## src/rtl/fetch_ctrl.sv

```systemverilog
// Fetch-stage sequencer for a dual-issue front end. It owns the fetch PC,
// issues one 64-bit instruction-pair request at a time to instruction memory
// and holds the returned pair in a one-entry register for decode. A taken
// redirect from either decode slot retargets the PC and squashes any
// wrong-path request that is already in flight.
module fetch_ctrl #(
    parameter logic [31:0] RESET_PC = 32'h0000_0000,
    parameter int          DATA_W   = 64
) (
    input  logic              clk,
    input  logic              reset,

    // Decode-side control and redirect sources
    input  logic              stall_d,
    input  logic              valid_d,
    input  logic [1:0]        pcsrc_d_0,
    input  logic [1:0]        pcsrc_d_1,
    input  logic [31:0]       pc_predict_d_0,
    input  logic [31:0]       pc_predict_d_1,
    input  logic [31:0]       pc_jump_d_0,
    input  logic [31:0]       pc_jump_d_1,

    // Instruction memory request/response
    output logic              imem_req_valid,
    input  logic              imem_req_ready,
    output logic [31:0]       imem_req_addr,
    input  logic              imem_resp_valid,
    input  logic [DATA_W-1:0] imem_resp_data,

    // Held pair presented to decode
    output logic              fetch_valid_f,
    output logic [31:0]       pc_f_0,
    output logic [31:0]       pc_f_1,
    output logic [31:0]       pc_plus_8_f,
    output logic [31:0]       instr_f_0,
    output logic [31:0]       instr_f_1
);

    typedef enum logic [1:0] {
        S_REQ  = 2'd0,  // presenting a request, waiting for ready
        S_WAIT = 2'd1,  // one request outstanding, waiting for its response
        S_HOLD = 2'd2   // pair held for decode, waiting to be consumed
    } state_t;

    state_t      state_q;
    logic [31:0] fetch_pc_q;
    logic        drop_q;        // outstanding response belongs to a squashed path
    logic        fetch_valid_q;
    logic [31:0] pc_q;
    logic [31:0] instr0_q;
    logic [31:0] instr1_q;

    logic        sel0;
    logic        sel1;
    logic        take_redirect;
    logic        consume;
    logic [31:0] redirect_pc;

    // Code 3 is deliberately not a redirect: only predict (1) and jump (2) count.
    assign sel0          = (pcsrc_d_0 == 2'd1) || (pcsrc_d_0 == 2'd2);
    assign sel1          = (pcsrc_d_1 == 2'd1) || (pcsrc_d_1 == 2'd2);
    assign take_redirect = valid_d && !stall_d && (sel0 || sel1);
    assign consume       = fetch_valid_q && !stall_d;

    // Redirect target: slot 0 wins; slot 1 only when slot 0 is sequential.
    always_comb begin
        // NOTE: assign a default before the branches so no path leaves
        // redirect_pc unassigned, which would infer a latch.
        redirect_pc = pc_jump_d_1;
        if (sel0) begin
            redirect_pc = (pcsrc_d_0 == 2'd1) ? pc_predict_d_0 : pc_jump_d_0;
        end else if (pcsrc_d_1 == 2'd1) begin
            redirect_pc = pc_predict_d_1;
        end
    end

    // Fetch FSM, PC, squash flag and decode output register in one process.
    always_ff @(posedge clk or posedge reset) begin
        if (reset) begin
            state_q       <= S_REQ;
            fetch_pc_q    <= RESET_PC;
            drop_q        <= 1'b0;
            fetch_valid_q <= 1'b0;
            pc_q          <= 32'h0;
            instr0_q      <= 32'h0;
            instr1_q      <= 32'h0;
        end else begin
            // NOTE: non-blocking assignments throughout, so every branch reads
            // the pre-edge value of the registers regardless of statement order.
            unique case (state_q)
                S_REQ: begin
                    if (take_redirect) begin
                        fetch_pc_q    <= redirect_pc;
                        fetch_valid_q <= 1'b0;
                        if (imem_req_ready) begin
                            // The request accepted this cycle is wrong-path.
                            state_q <= S_WAIT;
                            drop_q  <= 1'b1;
                        end
                    end else if (imem_req_ready) begin
                        state_q <= S_WAIT;
                    end
                end

                S_WAIT: begin
                    if (take_redirect) begin
                        fetch_pc_q    <= redirect_pc;
                        fetch_valid_q <= 1'b0;
                        if (imem_resp_valid) begin
                            // Response lands on the redirect edge: discard it now.
                            state_q <= S_REQ;
                            drop_q  <= 1'b0;
                        end else begin
                            drop_q  <= 1'b1;
                        end
                    end else if (imem_resp_valid) begin
                        if (drop_q) begin
                            drop_q  <= 1'b0;
                            state_q <= S_REQ;
                        end else begin
                            pc_q          <= fetch_pc_q;
                            instr0_q      <= imem_resp_data[31:0];
                            instr1_q      <= imem_resp_data[63:32];
                            fetch_valid_q <= 1'b1;
                            state_q       <= S_HOLD;
                        end
                    end
                end

                S_HOLD: begin
                    if (take_redirect) begin
                        fetch_pc_q    <= redirect_pc;
                        fetch_valid_q <= 1'b0;
                        state_q       <= S_REQ;
                    end else if (consume) begin
                        fetch_pc_q    <= fetch_pc_q + 32'd8;
                        fetch_valid_q <= 1'b0;
                        state_q       <= S_REQ;
                    end
                end

                default: begin
                    state_q <= S_REQ;
                end
            endcase
        end
    end

    assign imem_req_valid = (state_q == S_REQ);
    assign imem_req_addr  = fetch_pc_q;

    assign fetch_valid_f  = fetch_valid_q;
    assign pc_f_0         = pc_q;
    assign pc_f_1         = pc_q + 32'd4;
    assign pc_plus_8_f    = pc_q + 32'd8;
    assign instr_f_0      = instr0_q;
    assign instr_f_1      = instr1_q;

endmodule
```

## config.mk

```make
export PLATFORM = sky130hd
export DESIGN_NAME = fetch_ctrl
export DESIGN_NICKNAME = d
export VERILOG_FILES = /design/src/rtl/fetch_ctrl.sv
export SDC_FILE = /design/constraint.sdc
export NUM_CORES = 1
export LEC_CHECK = 0
export CORE_MARGIN = 4
export CORE_UTILIZATION = 35
export CTS_BUF_LIST = sky130_fd_sc_hd__clkbuf_8
export DETAILED_ROUTE_END_ITERATION = 16
export PLACE_DENSITY_LB_ADDON = 0.08
export SYNTH_ARGS = -nofsm -noshare
export SYNTH_HDL_FRONTEND = slang
export SYNTH_SLANG_ARGS = --single-unit
```

## constraint.sdc

```tcl
create_clock -name clk -period 6.1 [get_ports clk]
set_input_delay 1.83 -clock clk [delete_from_list [all_inputs] [get_ports clk]]
set_output_delay 1.83 -clock clk [all_outputs]
set_load 0.02 [all_outputs]
```

==> out/summary.md, run 1 <==
Timing
• 0 ns — Total Negative Setup Slacks
• false — unrepaired setup endpoints after global routing
• 0.508 ns — final hold slack
• 0.306 — slew margin rel.
• 0 — total of endpoints with negative setup slack in the final report
• 0.851 — final worst-path cycle share
• 5.19 ns — minimum period implied by the final worst setup slack
• 0.00754 ns — clock skew
• 193 MHz — top achievable clock speed
• 1.04 ns — measured slew at the worst slew-check pin
• 0 — Hold Fails Final Rpt
• 0 — count of final max-slew check failures

Setup path
• primary output — critical path endpoint category
• 6 — number of cells on the worst reg-to-reg path
• flip-flop to primary output — critical path class
• flip-flop — startpoint kind of the worst setup timing path
• 4.27 ns — WP data required
• 3.36 ns — data arrival time of the worst path
• imem_req_addr[29] — Reg-to-Reg End
• pc_f_1[26] — endpoint of the most critical setup path
• pc_f_0[2] — Crit. Startpoint
• 3.95 ns — setup slack of the worst register-to-register path
• 14 — largest driver fanout on the critical path
• imem_req_addr[3] — startpoint of the most critical register-to-register path

Routing
• 4 — Pre-antenna DRT Iters
• 0 — post-detailed-route DRC marker count
• 28100 um — Final Routed Wirelength
• 5.13 — post-detailed-route via-to-cell ratio
• 7317 — via count
• 0 — Antenna Nets Post-Route
• 282 — count of routing violations after the opening detailed-route iteration
• 19.7 um — routed wirelength normalized by instance count

Power and ir drop
• 500 nW/um2 — Power per Cell Area
• 0.00481 uW — P_leak
• 0.000239 V — worst IR drop on VDD

Logic synthesis
• sky130_fd_sc_hd__dfrtp_1 — Yosys top cell by area
• 0 — Yosys warnings
• sky130_fd_sc_hd__dfrtp_1 (42%), sky130_fd_sc_hd__mux2_2 (15%), sky130_fd_sc_hd__mux2i_1 (5.0%) — cell types occupying the most area after synthesis
• 10.2 um2 — Post-Syn Area per Cell
• 132 — total of flip-flops plus latches after synthesis
• 980 — post-synth net total
• 0.419 — Synth top area share
• 773 — number of instances in the synthesized netlist
• 53 — Cell variety after synth
• 7890 um2 — netlist area before placement
• 0.419 — proportion of synthesized chip area in sequential cells

Outcome
• finished clean — result of the run

Die
• 25000 um2 — full die area
• 22000 um2 — Placeable Area
• 158 um — x dimension of the die
• 54 — floorplan row count
• 0.358 — starting density of the core
• 158 um — Vert. Die Dim
• 396 — IO Count

Flow run
• 0 — MaxCap Viol Count

Clock tree
• sky130_fd_sc_hd__clkbuf_8 — Clk Tree Root Cell
• 4 — Max H-tree Level
• 0 — # Post-CTS Setup Buffers
• 17 — TritonCTS Buffers
• 2 — worst-case clock buffer depth
• 132 — clock sink count
• 0 — number of gates given a new drive strength after cts
• 0 — hold bufs inserted after CTS
• 0.43 ns — Skew-Pair Late Insertion Delay
• 0.08 ns — clock slew at reported path FFs
• yes — clock tree from TritonCTS

Min path
• flip-flop to flip-flop — worst min path class

GRT
• 7195 — vias in the first global route
• 0 — leftover overflow at the end of global routing
• 42300 um — first-pass GRT wire length
• 78 — pin count of the biggest net entering global routing
• 2 — antenna violations before repair
• 0.219 — Tot GR Track Use

Finish
• 12400 um2 — Design Area, Final
• 57.2% — Area growth, synth to finish
• 1340 — NumNets Final
• 0.143 — share of layout cells above drive strength 1
• 0.563 — final core utilization

Place
• 22400 um — post-detail-place hpwl
• 395 — quantity of I/O buffers inserted on ports
• 12000 um2 — Placed Area
• 0.817 — global placer's final weighted congestion

synth_stat cells, drive strengths merged:
| cell type | count |
|---|---|
| o21a | 4 |
| a31oi | 2 |
| a21bo | 1 |
| o22ai | 10 |
| nor4 | 8 |
| buf | 45 |
| nand3 | 34 |
| xor2 | 18 |
| nor2 | 40 |
| dfrtp | 132 |
| clkbuf | 18 |
| mux2 | 103 |
| nor3 | 8 |
| mux2i | 39 |
| nand2 | 59 |
| a21oi | 50 |
| and4 | 11 |
| a211oi | 28 |
| a21o | 3 |
| and2 | 2 |
| o22a | 2 |
| or2 | 4 |
| a31o | 2 |
| nand2b | 1 |
| a311oi | 2 |
| xnor2 | 37 |
| o211ai | 4 |
| a2bb2oi | 7 |
| a221o | 1 |
| nand4 | 18 |
| o32a | 1 |
| o311ai | 2 |
| a41o | 3 |
| ha | 5 |
| nor2b | 24 |
| o221ai | 1 |
| inv | 8 |
| and3 | 11 |
| o21ai | 25 |
placed cells by master (no fill, tap or decap), types with 3 or more instances in the layout:
master and count:
sky130_fd_sc_hd__xnor2_1 37, sky130_fd_sc_hd__o22ai_1 10, sky130_fd_sc_hd__clkbuf_8 18, sky130_fd_sc_hd__nor3_1 8, sky130_fd_sc_hd__or2_2 4, sky130_fd_sc_hd__nor4_1 4, sky130_fd_sc_hd__inv_1 8, sky130_fd_sc_hd__a21oi_1 49
sky130_fd_sc_hd__a211oi_1 28, sky130_fd_sc_hd__and3_1 9, sky130_fd_sc_hd__and4_1 11, sky130_fd_sc_hd__mux2_2 103, sky130_fd_sc_hd__ha_1 3, sky130_fd_sc_hd__xor2_1 18, sky130_fd_sc_hd__buf_4 8, sky130_fd_sc_hd__bufinv_16 4
sky130_fd_sc_hd__nand2_1 59, sky130_fd_sc_hd__dfrtp_1 132, sky130_fd_sc_hd__o21ai_0 23, sky130_fd_sc_hd__o211ai_1 4, sky130_fd_sc_hd__nor2b_1 24, sky130_fd_sc_hd__nand4_1 17, sky130_fd_sc_hd__o21a_1 4, sky130_fd_sc_hd__a21o_1 3
sky130_fd_sc_hd__clkdlybuf4s50_1 395, sky130_fd_sc_hd__nand3_1 32, sky130_fd_sc_hd__a2bb2oi_1 7, sky130_fd_sc_hd__clkinvlp_4 3, sky130_fd_sc_hd__nor2_1 40, sky130_fd_sc_hd__mux2i_1 39
state kept, by name (all words and copies together) (netlist names):
register / count
imem_req_addr: 32
instr_f_1: 32
instr_f_0: 32
state_q: 2
drop_q: 1
fetch_valid_f: 1
pc_f_0: 32
worst min path at each step:
stage | startpoint | to | depth (start not counted)
finish | instr_f_0[19] | instr_f_0[19] | 1
global route | instr_f_1[21] | instr_f_1[21] | 1
CTS | instr_f_1[21] | instr_f_1[21] | 1
detailed placement | instr_f_0[19] | instr_f_0[19] | 1
global placement | instr_f_0[27] | instr_f_0[27] | 1
floorplan | drop_q | drop_q | 1
layer usage:
metal / wire, um / GRT usage / up-vias
met2: 14100 / 0.371 / 299
met3: 2500 / 0.0809 / 24
met5: 13 / 0 / -
li1: - / - / 3540
met1: 11200 / 0.268 / 3452
met4: 336 / 0.0479 / 2
final cells by class:
type                    instances  area, um2
fillers                      2040       9630
multi-input cells             570       4240
repair buffers                404       4030
flip-flops and latches        132       3300
well taps                     280        350
clock buffers                  18        248
clock inverters                13        183
inverters                       8       35.0
diodes                          1       2.50
metrics by stage:
step                std cells  power (uW)  setup WS, ns
global placement         1394        5410          1.42
global route             1426        6570         0.633
CTS                      1425        6270         0.842
finish                   1426        6200         0.909
floorplan                 773        3660         0.744
detailed placement       1394        5440          1.34
kinds of logic after synthesis:
group	after synthesis	share of synthesized area
AO/OA/AOI/OAI	148	0.123
XOR/XNOR	55	0.0611
adder cells (fa/ha/maj)	5	0.00793
buffers and inverters	71	0.0441
flip-flops	132	0.419
multiplexers	142	0.197
AND/OR/NAND/NOR	220	0.149
worst max-delay path, cell delays in order, from the launching register on:
cell	delay, ns
sky130_fd_sc_hd__dfrtp_1	0.66
sky130_fd_sc_hd__ha_1	0.28
sky130_fd_sc_hd__nand3_1	0.13
sky130_fd_sc_hd__or2_2	0.36
sky130_fd_sc_hd__nor3_1	0.49
sky130_fd_sc_hd__nand2_1	0.14
sky130_fd_sc_hd__xnor2_1	0.22
sky130_fd_sc_hd__clkdlybuf4s50_1	0.64
power by group:
| part | switching, uW | internal (uW) | leakage [uW] | total, uW |
|---|---|---|---|---|
| clock | 355 | 453 | 0.000212 | 808 |
| sequential | 583 | 1310 | 0.00154 | 1890 |
| combinational | 1700 | 1800 | 0.00306 | 3500 |
| total | 2640 | 3560 | 0.00481 | 6200 |
(Power assumes the default switching activity.)
==> inputs of run 2 (changes only) <==
--- a/config.mk
+++ b/config.mk
@@ -8,6 +8,7 @@
 export CORE_MARGIN = 4
 export CORE_UTILIZATION = 35
 export CTS_BUF_LIST = sky130_fd_sc_hd__clkbuf_8
+export CTS_CLUSTER_DIAMETER = 30
 export DETAILED_ROUTE_END_ITERATION = 16
 export PLACE_DENSITY_LB_ADDON = 0.08
 export SYNTH_ARGS = -nofsm -noshare
==> results of run 2 <==
No change in the layout: final DEF, timing and power equal those of run 1.
==> inputs of run 3 (changes only) <==
--- a/config.mk
+++ b/config.mk
@@ -7,10 +7,10 @@
 export LEC_CHECK = 0
 export CORE_MARGIN = 4
 export CORE_UTILIZATION = 35
-export CTS_BUF_LIST = sky130_fd_sc_hd__clkbuf_8
 export CTS_CLUSTER_DIAMETER = 30
 export DETAILED_ROUTE_END_ITERATION = 16
 export PLACE_DENSITY_LB_ADDON = 0.08
+export SKIP_CTS_REPAIR_TIMING = 1
 export SYNTH_ARGS = -nofsm -noshare
 export SYNTH_HDL_FRONTEND = slang
 export SYNTH_SLANG_ARGS = --single-unit
==> out/summary.md, run 3 (synthesis results as in run 1) <==
Outcome
• finished clean — result of the run

Finish
• 12600 um2 — Design Area, Final, +1.5%
• 0.143 — share of layout cells above drive strength 1, unchanged
• sky130_fd_sc_hd__clkdlybuf4s50_1 (395), sky130_fd_sc_hd__dfrtp_1 (132), sky130_fd_sc_hd__mux2_2 (103) — commonest cells after routing, fill and taps aside
• 59.6% — Area growth, synth to finish
• 1340 — NumNets Final, unchanged
• sky130_fd_sc_hd__clkdlybuf4s50_1 — commonest non-fill, non-tap cell in the layout

Clock tree
• 17 — TritonCTS Buffers, unchanged
• sky130_fd_sc_hd__clkbuf_16 — Clk Tree Root Cell
• 2 — worst-case clock buffer depth, unchanged
• 0.41 ns — Skew-Pair Late Insertion Delay, -0.02 ns
• yes — clock tree from TritonCTS
• 4 — Max H-tree Level, unchanged
• 132 — clock sink count, unchanged
• 0.06 ns — clock slew at reported path FFs, -0.02 ns

Die
• 0.358 — starting density of the core, unchanged
• 158 um — Vert. Die Dim, unchanged
• 54 — floorplan row count, unchanged
• 22000 um2 — Placeable Area, unchanged
• 158 um — x dimension of the die, unchanged
• 396 — IO Count, unchanged
• 25000 um2 — full die area, unchanged

Timing
• 0.00625 ns — clock skew, -0.00129 ns
• 0 — count of final max-slew check failures, unchanged
• 0 — Hold Fails Final Rpt, unchanged
• 195 MHz — top achievable clock speed, +0.96%
• 5.14 ns — minimum period implied by the final worst setup slack, -0.0494 ns
• 0.843 — final worst-path cycle share, -0.00810
• 0 ns — Total Negative Setup Slacks, unchanged
• 0 — total of endpoints with negative setup slack in the final report, unchanged
• 1.03 ns — measured slew at the worst slew-check pin, -0.00939 ns
• false — unrepaired setup endpoints after global routing
• 0.313 — slew margin rel., +0.00626

Power and ir drop
• 2670 uW — switching power total, +1.3%
• 3800 uW — internal power component, +6.8%
• 0.292 — register share of total power, -0.013
• 0.412 — switch share, -0.0129
• 0.167 — share of power burned in the clock network, +0.037
• 515 nW/um2 — Power per Cell Area, +2.9%
• 0.000238 V — worst IR drop on VDD, -0.34%
• 6480 uW — Power Total, +4.5%
• 0.00489 uW — P_leak, +1.7%
• 0.541 — logic gate share of total power, -0.024

Routing
• 0 — Antenna Nets Post-Route, unchanged
• 28200 um — Final Routed Wirelength, +0.19%
• 0 — post-detailed-route DRC marker count, unchanged
• 5.11 — post-detailed-route via-to-cell ratio, -0.33%
• 19.8 um — routed wirelength normalized by instance count, +0.19%
• 291 — count of routing violations after the opening detailed-route iteration, +3.2%
• 4 — Pre-antenna DRT Iters, unchanged
• 7293 — via count, -0.33%

Place
• 12000 um2 — Placed Area, unchanged
• 0.817 — global placer's final weighted congestion, unchanged
• 395 — quantity of I/O buffers inserted on ports, unchanged
• 22400 um — post-detail-place hpwl, unchanged

GRT
• 0.220 — Tot GR Track Use, +0.000645
• 78 — pin count of the biggest net entering global routing, unchanged
• 42400 um — first-pass GRT wire length, +0.23%
• 7225 — vias in the first global route, +0.42%
• 0 — leftover overflow at the end of global routing, unchanged
• 2 — antenna violations before repair, unchanged

Setup path
• 3.31 ns — data arrival time of the worst path, -0.05 ns
• primary output — critical path endpoint category
• sky130_fd_sc_hd__dfrtp_1 — Critical Path Slowest Stage Cell
• 14 — largest driver fanout on the critical path, unchanged
• 6 — number of cells on the worst reg-to-reg path, unchanged
• flip-flop to primary output — critical path class
• 0.65 ns — Critical Path Max Stage Delay, about the same
• 4.27 ns — WP data required, about the same
• ha_1 -> nand3_1 -> or2_2 -> nor3_1 -> nand2_1 -> xnor2_1 -> clkdlybuf4s50_1 — Cell Chain, Critical Path
• flip-flop — startpoint kind of the worst setup timing path

Min path
• flip-flop to flip-flop — worst min path class
• 1 — number of stages on the worst hold path, unchanged

Flow run
• 0 — MaxCap Viol Count, unchanged

==> run 3: cell type report <==
cell class                 instances  area, um2
antenna                            1       2.50
fill                            2018       9440
multi-input combinational        570       4240
tap                              280        350
inverter                           8       35.0
clock inverter                    12        179
sequential                       132       3300
clock buffer                      19        443
timing repair buffer             404       4030
==> run 3: worst max-delay path: cells and delay by family, from the launching register on <==
family / cells / cell delay, ns
and+or+nand+nor: 4 / 1.10
DFF: 1 / 0.65
buffers and inverters: 1 / 0.64
adders and majority gates: 1 / 0.28
xor gates and xnor gates: 1 / 0.22
==> run 3: final timing paths <==
check | startpoint | to | slack [ns]
max | pc_f_0[2] | pc_f_1[26] | 0.96
min | instr_f_0[19] | instr_f_0[19] | 0.50
max reg2reg | imem_req_addr[3] | imem_req_addr[29] | 3.94
min reg2reg | instr_f_0[19] | instr_f_0[19] | 0.50
max in group asynchronous | reset | pc_f_0[31] | 3.31
min in group asynchronous | reset | instr_f_0[7] | 1.86
==> run 3: power groups by stage <==
stage               Clock, uW  Sequential (uW)  Combinational, uW
floorplan                   0             2190               1470
global placement            0             1890               3520
detailed placement          0             1910               3530
CTS                      1100             1900               3550
global route             1150             1980               3730
finish                   1080             1890               3500
==> run 3: per-stage QoR <==
stage | std cells | setup slack (ns) | hold slack, ns | util
2_1_floorplan | 773 | 0.744 | 0.484 | -
3_3_place_gp | 1394 | 1.42 | 0.486 | 0.543
3_5_place_dp | 1394 | 1.34 | 0.492 | 0.543
4_1_cts | 1425 | 0.886 | 0.506 | 0.571
5_1_grt | 1426 | 0.686 | 0.514 | 0.571
6_report | 1426 | 0.959 | 0.503 | 0.571
==> run 3: layer usage <==
metal / vias up / track usage / wire (um)
met5: - / 0 / 13
met3: 30 / 0.0760 / 2450
li1: 3531 / - / -
met1: 3442 / 0.269 / 11200
met4: 2 / 0.0577 / 426
met2: 288 / 0.371 / 14100
